[src/rtl/ps2_key_decoder_pkg.sv]
// Shared types and constants for the PS/2 keyboard front end.
package ps2_pkg;

  typedef enum logic [2:0] {IDLE, START, DATA, PARITY, STOP} ps2_state_e;

  localparam logic [7:0] PS2_EXT = 8'hE0;
  localparam logic [7:0] PS2_BRK = 8'hF0;

  localparam int KEY_TOGGLE  = 10;
  localparam int KEY_PRESSED = 9;
  localparam int KEY_EXT     = 8;

  // Odd parity over data+parity, and the stop bit must be high.
  function automatic logic frame_ok(input logic [7:0] b, input logic p, input logic stop);
    return (^{b, p}) & stop;
  endfunction

endpackage

[src/rtl/ps2_key_decoder_if.sv]
// PS/2 line inputs and decoded event outputs of the keyboard front end.
interface ps2_key_decoder_if;
  logic        ps2_clk;
  logic        ps2_data;
  logic [10:0] ps2_key;
  logic        frame_err;
  logic        busy;

  modport master (output ps2_clk, ps2_data, input ps2_key, frame_err, busy);
  modport slave  (input ps2_clk, ps2_data, output ps2_key, frame_err, busy);
endinterface

[src/rtl/ps2_key_decoder_input_filter.sv]
// 2-FF synchroniser followed by a stability filter; output changes only
// after FILTER_LEN consecutive samples of the new level.
module ps2_input_filter #(
  parameter int FILTER_LEN = 8
) (
  input  logic clk,
  input  logic reset_n,
  input  logic line_i,
  output logic line_o
);

  localparam int CW = $clog2(FILTER_LEN + 1);

  logic [1:0]    sync_q, sync_d;
  logic [CW-1:0] cnt_q, cnt_d;
  logic          filt_q, filt_d;

  always_comb begin
    sync_d = {sync_q[0], line_i};
    cnt_d  = '0;
    filt_d = filt_q;
    if (sync_q[1] != filt_q) begin
      if (cnt_q == CW'(FILTER_LEN - 1)) filt_d = sync_q[1];
      else                              cnt_d  = cnt_q + CW'(1);
    end
  end

  always_ff @(posedge clk or negedge reset_n) begin
    if (!reset_n) begin
      sync_q <= 2'b11;
      cnt_q  <= '0;
      filt_q <= 1'b1;
    end else begin
      sync_q <= sync_d;
      cnt_q  <= cnt_d;
      filt_q <= filt_d;
    end
  end

  assign line_o = filt_q;

endmodule

[src/rtl/ps2_key_decoder.sv]
// PS/2 deserialiser: frames bytes off the filtered lines, folds E0/F0
// prefixes into flags and emits one toggle-signalled event per key code.
module ps2_key_decoder
  import ps2_pkg::*;
#(
  parameter int FILTER_LEN  = 8,
  parameter int TIMEOUT_CYC = 100000
) (
  input  logic             clk,
  input  logic             reset_n,
  ps2_key_decoder_if.slave bus
);

  localparam int TW = $clog2(TIMEOUT_CYC + 1);

  logic kclk_f, kdat_f;

  ps2_input_filter #(.FILTER_LEN(FILTER_LEN)) u_clk_flt (
    .clk(clk), .reset_n(reset_n), .line_i(bus.ps2_clk), .line_o(kclk_f)
  );
  ps2_input_filter #(.FILTER_LEN(FILTER_LEN)) u_dat_flt (
    .clk(clk), .reset_n(reset_n), .line_i(bus.ps2_data), .line_o(kdat_f)
  );

  ps2_state_e    state_q, state_d;
  logic          kclk_q;
  logic [7:0]    sh_q, sh_d;
  logic [2:0]    bit_q, bit_d;
  logic          par_q, par_d;
  logic [TW-1:0] to_q, to_d;
  logic          ext_q, ext_d, brk_q, brk_d;
  logic [10:0]   key_q, key_d;
  logic          err_q, err_d;

  logic fall, tout, edge_ok;

  assign fall    = kclk_q & ~kclk_f;
  assign tout    = (state_q != IDLE) && (to_q == TW'(TIMEOUT_CYC));
  // Timeout has priority over a coincident falling edge.
  assign edge_ok = fall & ~tout;

  always_ff @(posedge clk or negedge reset_n) begin
    if (!reset_n) begin
      state_q <= IDLE;
      kclk_q  <= 1'b1;
      sh_q    <= '0;
      bit_q   <= '0;
      par_q   <= 1'b0;
      to_q    <= '0;
      ext_q   <= 1'b0;
      brk_q   <= 1'b0;
      key_q   <= '0;
      err_q   <= 1'b0;
    end else begin
      state_q <= state_d;
      kclk_q  <= kclk_f;
      sh_q    <= sh_d;
      bit_q   <= bit_d;
      par_q   <= par_d;
      to_q    <= to_d;
      ext_q   <= ext_d;
      brk_q   <= brk_d;
      key_q   <= key_d;
      err_q   <= err_d;
    end
  end

  always_comb begin
    state_d = state_q;
    if (tout) state_d = IDLE;
    else begin
      case (state_q)
        IDLE:    if (edge_ok && !kdat_f) state_d = START;
        START:   state_d = DATA;
        DATA:    if (edge_ok && bit_q == 3'd7) state_d = PARITY;
        PARITY:  if (edge_ok) state_d = STOP;
        STOP:    if (edge_ok) state_d = IDLE;
        default: state_d = IDLE;
      endcase
    end
  end

  always_comb begin
    sh_d  = sh_q;
    bit_d = bit_q;
    par_d = par_q;
    ext_d = ext_q;
    brk_d = brk_q;
    key_d = key_q;
    err_d = 1'b0;
    to_d  = (state_q == IDLE || fall || tout) ? '0 : to_q + TW'(1);
    if (state_q == IDLE) bit_d = '0;
    if (tout) begin
      err_d = 1'b1;
      ext_d = 1'b0;
      brk_d = 1'b0;
    end else if (edge_ok) begin
      case (state_q)
        DATA: begin
          sh_d  = {kdat_f, sh_q[7:1]};
          bit_d = bit_q + 3'd1;
        end
        PARITY: par_d = kdat_f;
        STOP: begin
          if (!frame_ok(sh_q, par_q, kdat_f)) begin
            err_d = 1'b1;
            ext_d = 1'b0;
            brk_d = 1'b0;
          end else if (sh_q == PS2_EXT) begin
            ext_d = 1'b1;
          end else if (sh_q == PS2_BRK) begin
            brk_d = 1'b1;
          end else begin
            key_d[7:0]         = sh_q;
            key_d[KEY_EXT]     = ext_q;
            key_d[KEY_PRESSED] = ~brk_q;
            key_d[KEY_TOGGLE]  = ~key_q[KEY_TOGGLE];
            ext_d = 1'b0;
            brk_d = 1'b0;
          end
        end
        default: ;
      endcase
    end
  end

  assign bus.ps2_key   = key_q;
  assign bus.frame_err = err_q;
  assign bus.busy      = (state_q != IDLE);

endmodule

[src/flat_wrapper.sv]
// flat-port wrapper written by rule: the top's interface ports become plain ports
module ps2_key_decoder_flat import ps2_pkg::*;
#(
  parameter int FILTER_LEN  = 8,
  parameter int TIMEOUT_CYC = 100000
)
  (clk, reset_n, bus_ps2_clk, bus_ps2_data, bus_ps2_key, bus_frame_err, bus_busy);
  ps2_key_decoder_if bus_i ();
  input  logic clk;
  input  logic reset_n;
  input wire logic [$bits(bus_i.ps2_clk)-1:0] bus_ps2_clk;
  input wire logic [$bits(bus_i.ps2_data)-1:0] bus_ps2_data;
  output wire logic [$bits(bus_i.ps2_key)-1:0] bus_ps2_key;
  output wire logic [$bits(bus_i.frame_err)-1:0] bus_frame_err;
  output wire logic [$bits(bus_i.busy)-1:0] bus_busy;
  assign bus_i.ps2_clk = bus_ps2_clk;
  assign bus_i.ps2_data = bus_ps2_data;
  assign bus_ps2_key = bus_i.ps2_key;
  assign bus_frame_err = bus_i.frame_err;
  assign bus_busy = bus_i.busy;
  ps2_key_decoder #(.FILTER_LEN(FILTER_LEN), .TIMEOUT_CYC(TIMEOUT_CYC)) u_core (.clk(clk), .reset_n(reset_n), .bus(bus_i));
endmodule
[config.mk]
export PLATFORM = sky130hd
export DESIGN_NAME = ps2_key_decoder_flat
export DESIGN_NICKNAME = d
export VERILOG_FILES = /design/src/rtl/ps2_key_decoder_pkg.sv /design/src/rtl/ps2_key_decoder_if.sv /design/src/rtl/ps2_key_decoder_input_filter.sv /design/src/rtl/ps2_key_decoder.sv /design/src/flat_wrapper.sv
export SDC_FILE = /design/constraint.sdc
export NUM_CORES = 1
export LEC_CHECK = 0
export ABC_AREA = 0
export CELL_PAD_IN_SITES_DETAIL_PLACEMENT = 1
export CELL_PAD_IN_SITES_GLOBAL_PLACEMENT = 1
export CORE_MARGIN = 3
export CORE_UTILIZATION = 40
export DETAILED_ROUTE_END_ITERATION = 16
export GPL_ROUTABILITY_DRIVEN = 0
export PLACE_DENSITY_LB_ADDON = 0.1
export SYNTH_ARGS = -nofsm -noshare
export SYNTH_HDL_FRONTEND = slang
export SYNTH_SLANG_ARGS = --single-unit
[constraint.sdc]
create_clock -name clk -period 2.4 [get_ports clk]
set_clock_uncertainty 0.15 [all_clocks]
set_input_delay 0.48 -clock clk [delete_from_list [all_inputs] [get_ports clk]]
set_output_delay 0.48 -clock clk [all_outputs]
set_load 0.05 [all_outputs]
# Yosys cells after proc, flatten, opt, wreduce, memory -nomap -nowiden
# Cells that the tools add are included.
[word_totals] word_cells=97 ff_bits=61 out_inout_bits=13 inputBits=4
[op_classes] eq_ne=18 reduce_logical=19 bitwise=9 muxes=31 add_sub_neg=4
[ops] operator="2-to-1 mux 3 bit" count=9
[ops] operator="adder 17 x 1 -> 17 bit, second input constant" count=1
[ops] operator="== test 17 bit, second input constant" count=1
[ops] operator="2-to-1 mux 17 bit" count=1
[ops] operator="== test 8 bit, second input constant" count=2
[ops] operator="2-to-1 mux 1 bit" count=16
[ops] operator="2-to-1 mux 4 bit" count=4
[ops] operator="case mux 3 bit (5 select lines)" count=1
[ops] operator="!= test 3 x 1 -> 1 bit, second input constant" count=4
[ops] operator="AND reduction 3 bit" count=4
[ops] operator="parity 9 bit" count=1
[ops] operator="adder 4 x 1 -> 4 bit, second input constant" count=2
[ops] operator="== test 4 x 3 -> 1 bit, second input constant" count=2
[ops] operator="== test 3 x 2 -> 1 bit, second input constant" count=2
[ops] operator="== test 3 bit, second input constant" count=2
[ops] operator="NOT 1 bit" count=6
[ops] operator="AND reduction 6 bit" count=1
[ops] operator="!= test 4 x 3 -> 1 bit, second input constant" count=1
[ops] operator="AND reduction 2 bit" count=2
[ops] operator="AND reduction 4 bit" count=1
[ops] operator="nonzero test 2 bit" count=2
[ops] operator="adder 3 x 1 -> 3 bit, second input constant" count=1
[ops] operator="bitwise AND 1 bit" count=3
[ops] operator="== test 3 x 1 -> 1 bit, second input constant" count=1
[ops] operator="other kinds (7)" count=11

# Longest topological paths before layout
[logic_depth] ltp_word=8 depth_mapped=9 ltp_nobuf=7

# Hierarchy
# A second synthesis with hierarchy kept.
[hier_totals] hier_cells=239 hier_area_um2=2773.9
[modules_own_cells] mod="ps2_key_decoder" seq_area_each_um2=1177.4 area_each_um2=2230.9 instances=1 cells_each=199
[modules_own_cells] mod="ps2_input_filter" seq_area_each_um2=178.9 area_each_um2=271.5 instances=2 cells_each=20

# Worst setup path after synthesis
# Ideal clock, no wire load.
[synth_timing] path_kind="reg2reg" from="reg u_core.to_q[0]" to="reg u_core.sh_q[5]" arrival_ns=2.157 period_less_slack_ns=2.432 path_stages_with_launch=9 t_required_ns=2.125 setup_time_ns=0.125 slack_ns=-0.032 path_buffers=2 cell_sequence="dfrtp_1 -> inv_1 -> ha_1 -> or4b_4 -> nor4_4 -> or4_1 -> buf_6 -> buf_12 -> mux2_4"
[synth_via] elab_chain_len=5
[synth_lines] element="start, declared" line="ps2_key_decoder.sv:30" rtl="logic [TW-1:0] to_q, to_d;"
[synth_lines] element="start signal, assigned" line="ps2_key_decoder.sv:60" rtl="to_q <= to_d;"
[synth_lines] element="== test 17 bit *" line="ps2_key_decoder.sv:38" rtl="assign tout = (state_q != IDLE) && (to_q == TW'(TIMEOUT_CYC));"
[synth_lines] element="logical AND 1 bit *" line="ps2_key_decoder.sv:38"
[synth_lines] element="NOT 1 bit (no source line) *"
[synth_lines] element="bitwise AND 1 bit" line="ps2_key_decoder.sv:40" rtl="assign edge_ok = fall & ~tout;"
[synth_lines] element="AND reduction 3 bit (no source line) *"
[synth_lines] element="end signal, assigned" line="ps2_key_decoder.sv:46" rtl="sh_q <= '0;"
[synth_lines] element="end signal, assigned" line="ps2_key_decoder.sv:57" rtl="sh_q <= sh_d;"
[synth_lines] element="end, declared" line="ps2_key_decoder.sv:27" rtl="logic [7:0] sh_q, sh_d;"
# Mark *: on every way between the ends. The rest lies on a longest branch, timed or not.
# A chain may end at the register's enable or synchronous reset.

# Final worst setup path
[layout_timing] from="reg u_core.to_q[0]" to="reg u_core.key_q[8], in the netlist u_core.bus.ps2_key[8]"
[layout_via] elab_chain_len=5
[layout_lines] element="== test 17 bit *" line="ps2_key_decoder.sv:38"
[layout_lines] element="logical AND 1 bit *" line="ps2_key_decoder.sv:38"
[layout_lines] element="NOT 1 bit (no source line) *"
[layout_lines] element="bitwise AND 1 bit" line="ps2_key_decoder.sv:40"
[layout_lines] element="AND reduction 6 bit (no source line) *"
[layout_lines] element="end signal, assigned" line="ps2_key_decoder.sv:63" rtl="key_q <= key_d;"
[layout_lines] element="end, declared" line="ps2_key_decoder.sv:32" rtl="logic [10:0] key_q, key_d;"
# Marks and branches as above.

==> impl_metrics.py <==
metrics = {
    "outcome": {
        "status": "finished, final reports clean",
    },
    "route": {
        "routedWlPerCell_um": 14.73,
        "postRouteAntennaNets": 0,
        "wirelength_mm": 5.451,
        "viasPerCell": 4.957,
        "vias": 1834,
        "drt-initial-drc-count": 43,
        "drc": 0,
        "dr.pass1.iters": 4,
    },
    "power_and_ir_drop": {
        "switching_share_pct": 29.97,
        "clock_power_share_pct": 34.7,
        "power_switching_mw": 0.7269,
        "p_int_mw": 1.698,
        "ir_drop_uv": 309.4,
        "comb_power_share_pct": 15.7,
        "power-per-cell-area_nw_per_um2": 723.0,
        "p_total_mw": 2.425,
        "seq_power_share_pct": 49.6,
        "leakage_nw": 1.557,
    },
    "synth": {
        "dominantRegCellSynth": "dfrtp_1",
        "synth_seq_cells": 61,
        "synthCells": 237,
        "yosysTopAreaCellShare_pct": 48.43,
        "synth.largest_area_cell": "dfrtp_1",
        "yosys-top-cells-area": "dfrtp_1 48%, dfstp_2 6.6%, mux2_4 5.4%",
        "yosysMostFrequentCell": "dfrtp_1",
        "ys_seq_area_share_pct": 55.02,
        "yosysUniqueCellTypes": 41,
        "syn-num-nets": 247,
        "netlist_top_cells_count": "54 x dfrtp_1, 30 x nor2_1, 13 x xnor2_1, 12 x nand3_1",
        "yosys_warnings": 0,
        "synth_edf_count": 0,
        "syn_area_um2": 2790,
        "avgSynthCellArea_um2": 11.77,
        "async_flop_share_pct": 100.0,
    },
    "finish": {
        "fin_cells": 370,
        "area_growth_pct": 20.22,
        "post-route-util_pct": 51.08,
        "drive_gt1_share_pct": 23.47,
        "nFillCells": 698,
        "fin_area_um2": 3354,
        "diodes": 0,
        "nNetsFinal": 282,
    },
    "setup_path": {
        "critPathLaunchType": "register",
        "worstRegToRegCells": 8,
        "slowest_delay_ns": 0.46,
        "crit_start": "u_core.to_q[0]",
        "end_kind": "register",
        "slowest_stage": "or4b_4",
        "cp_max_fo": 5,
        "r2r-start": "u_core.to_q[0]",
        "r2r_setup_slack_ns": 0.06,
        "cp.required_ns": 2.48,
        "crit_path_cell_trace": "inv_1 > ha_1 > or4b_4 > nor4_4 > nor3_2 > nand3_2 > clkbuf_16 > mux2_4",
        "crit_arrival_ns": 2.42,
        "worstSetupPathType": "register to register",
    },
    "sta": {
        "timing.final.crit_share_pct": 97.47,
        "finalSetupTns_ns": 0,
        "setup_viol": 0,
        "setup_ws_ns": 0.06081,
        "rsz0062_at_grt": "yes",
        "max_slew.worst_pin.slew_ns": 0.5106,
        "whs_ns": 0.2062,
        "hold_violations": 0,
        "fin_crit_ns": 2.339,
        "fmaxAchievable_mhz": 427.5,
        "final_max_slew_viol_count": 0,
        "relSlewSlack_pct": 65.65,
    },
    "min_path": {
        "hold_path_class": "register to register",
        "min_from": "u_core.u_clk_flt.sync_q[0]",
        "hold_depth": 0,
    },
    "place": {
        "dp_hpwl_mm": 3.534,
        "numPortBuffers": 16,
        "dp.cells": 349,
        "dpl_cell_area_um2": 3100,
        "pre_cts_slack_ns": -0.01878,
    },
    "floorplanning": {
        "die_h_um": 89.52,
        "ios": 17,
        "num_rows": 29,
        "die_width_um": 89.52,
        "die-area_um2": 8014,
        "initial_utilization_pct": 42.48,
        "fp.coreArea_um2": 6568,
    },
    "global_route": {
        "grt.overflow.total": 0,
        "track_usage_pct": 15.34,
        "grt_pass1_wl_mm": 9.142,
        "grt_max_degree": 62,
        "antenna_found_initial": 0,
        "grt_pass1_vias": 1855,
    },
    "job": {
        "drv_cap": 0,
    },
    "clock_tree": {
        "cts_tree": "built",
        "clk_pin_slew_ns": 0.07,
        "numCtsBuffers": 9,
        "cts.root.buffer_cell": "clkbuf_8",
        "h-tree-depth": 3,
        "clock_path_buffers": 2,
        "cts.sinks": 61,
        "worstSkewPairLatency_ns": 0.34,
    },
}
[sequential cells by signal, indices dropped and copies added, names as in the netlist]
name and count:
u_core.u_clk_flt.line_o 1, u_core.par_q 1, u_core.to_q 17, u_core.u_clk_flt.cnt_q 4, u_core.u_clk_flt.sync_q 2, u_core.state_q 3
u_core.brk_q 1, u_core.u_dat_flt.cnt_q 4, u_core.u_dat_flt.sync_q 2, u_core.ext_q 1, u_core.kclk_q 1, u_core.sh_q 8
u_core.u_dat_flt.line_o 1, u_core.bit_q 3, u_core.bus.ps2_key 11, u_core.bus.frame_err 1
[cell families (layout without fill, tap and decap cells)]
logic type	count (synthesis)	count (layout)	share of synthesized area, %
AND/OR/NAND/NOR	91	91	17.80
flip-flops	61	61	55.02
XOR/XNOR	25	25	8.341
AO/OA/AOI/OAI	19	19	3.722
multiplexers	19	19	8.969
buffers and inverters	16	56	3.453
adder cells (fa/ha/maj)	6	6	2.691
[layout by cell type, fill, tap and decap left out, types with 2 or more instances in the layout]
master / count
dfstp_2: 7
mux2_4: 10
ha_1: 6
dfrtp_1: 54
mux2_2: 8
nor3_1: 5
nand2_1: 11
and3_1: 4
xnor2_1: 12
buf_12: 2
o21ai_0: 6
nor2_1: 30
or3_1: 4
nand4b_1: 2
clkinv_2: 3
o21ai_1: 2
clkbuf_8: 11
clkdlybuf4s50_1: 14
nand3_1: 12
buf_4: 13
a21oi_1: 7
nand4_1: 6
or4b_4: 2
and4_1: 2
nor2b_1: 4
xor2_1: 11
inv_1: 8
[cell type report]
type | instances | area (um2) | area share, %
Tap cell | 93 | 116.4 | 3.469
Sequential cell | 61 | 1535 | 45.77
Inverter | 8 | 30.03 | 0.8952
Multi-Input combinational cell | 160 | 1177 | 35.10
Timing Repair Buffer | 32 | 317.8 | 9.474
Clock buffer | 12 | 155.1 | 4.625
Clock inverter | 4 | 22.52 | 0.6714
[timing repair]
action,4_1_cts,5_1_grt
hold endpoints to repair,2,0
gates cloned,0,1
hold buffers,1,0
resized for setup,1,3
pin swaps,0,2
buffers inserted,0,3
setup endpoints to repair,8,23
[layer usage]
layer	vias up	routed length, um	GRT usage, %
met3	12	177	4.147
li1	890	-	-
met5	-	0	0
met1	903	2574	20.07
met4	0	114	8.390
met2	29	2584	23.04
[power groups by stage]
stage / logic (mW) / clock network (mW) / registers (mW)
final: 0.380 / 0.841 / 1.20
after global routing: 0.433 / 0.912 / 1.22
after CTS: 0.388 / 0.860 / 1.21
after detailed placement: 0.384 / 0 / 1.22
after global placement: 0.372 / 0 / 1.22
after floorplan: 0.278 / 0 / 1.21
[final timing paths]
kind | endpoint
max | u_core.bus.ps2_key[8]
min | u_core.u_clk_flt.sync_q[1]
max reg2reg | u_core.bus.ps2_key[8]
min reg2reg | u_core.u_clk_flt.sync_q[1]
max in group asynchronous | u_core.u_dat_flt.line_o
min in group asynchronous | u_core.ext_q
[critical path, delay by kind of cell, from the launching register on]
kind / cells / cell delay (ns)
buffers and inverters: 2 / 0.24
flip-flops: 1 / 0.37
adder cells (fa/ha/maj): 1 / 0.13
multiplexers: 1 / 0.29
AND/OR/NAND/NOR: 4 / 1.05
Power figures use the tool's default switching activity.
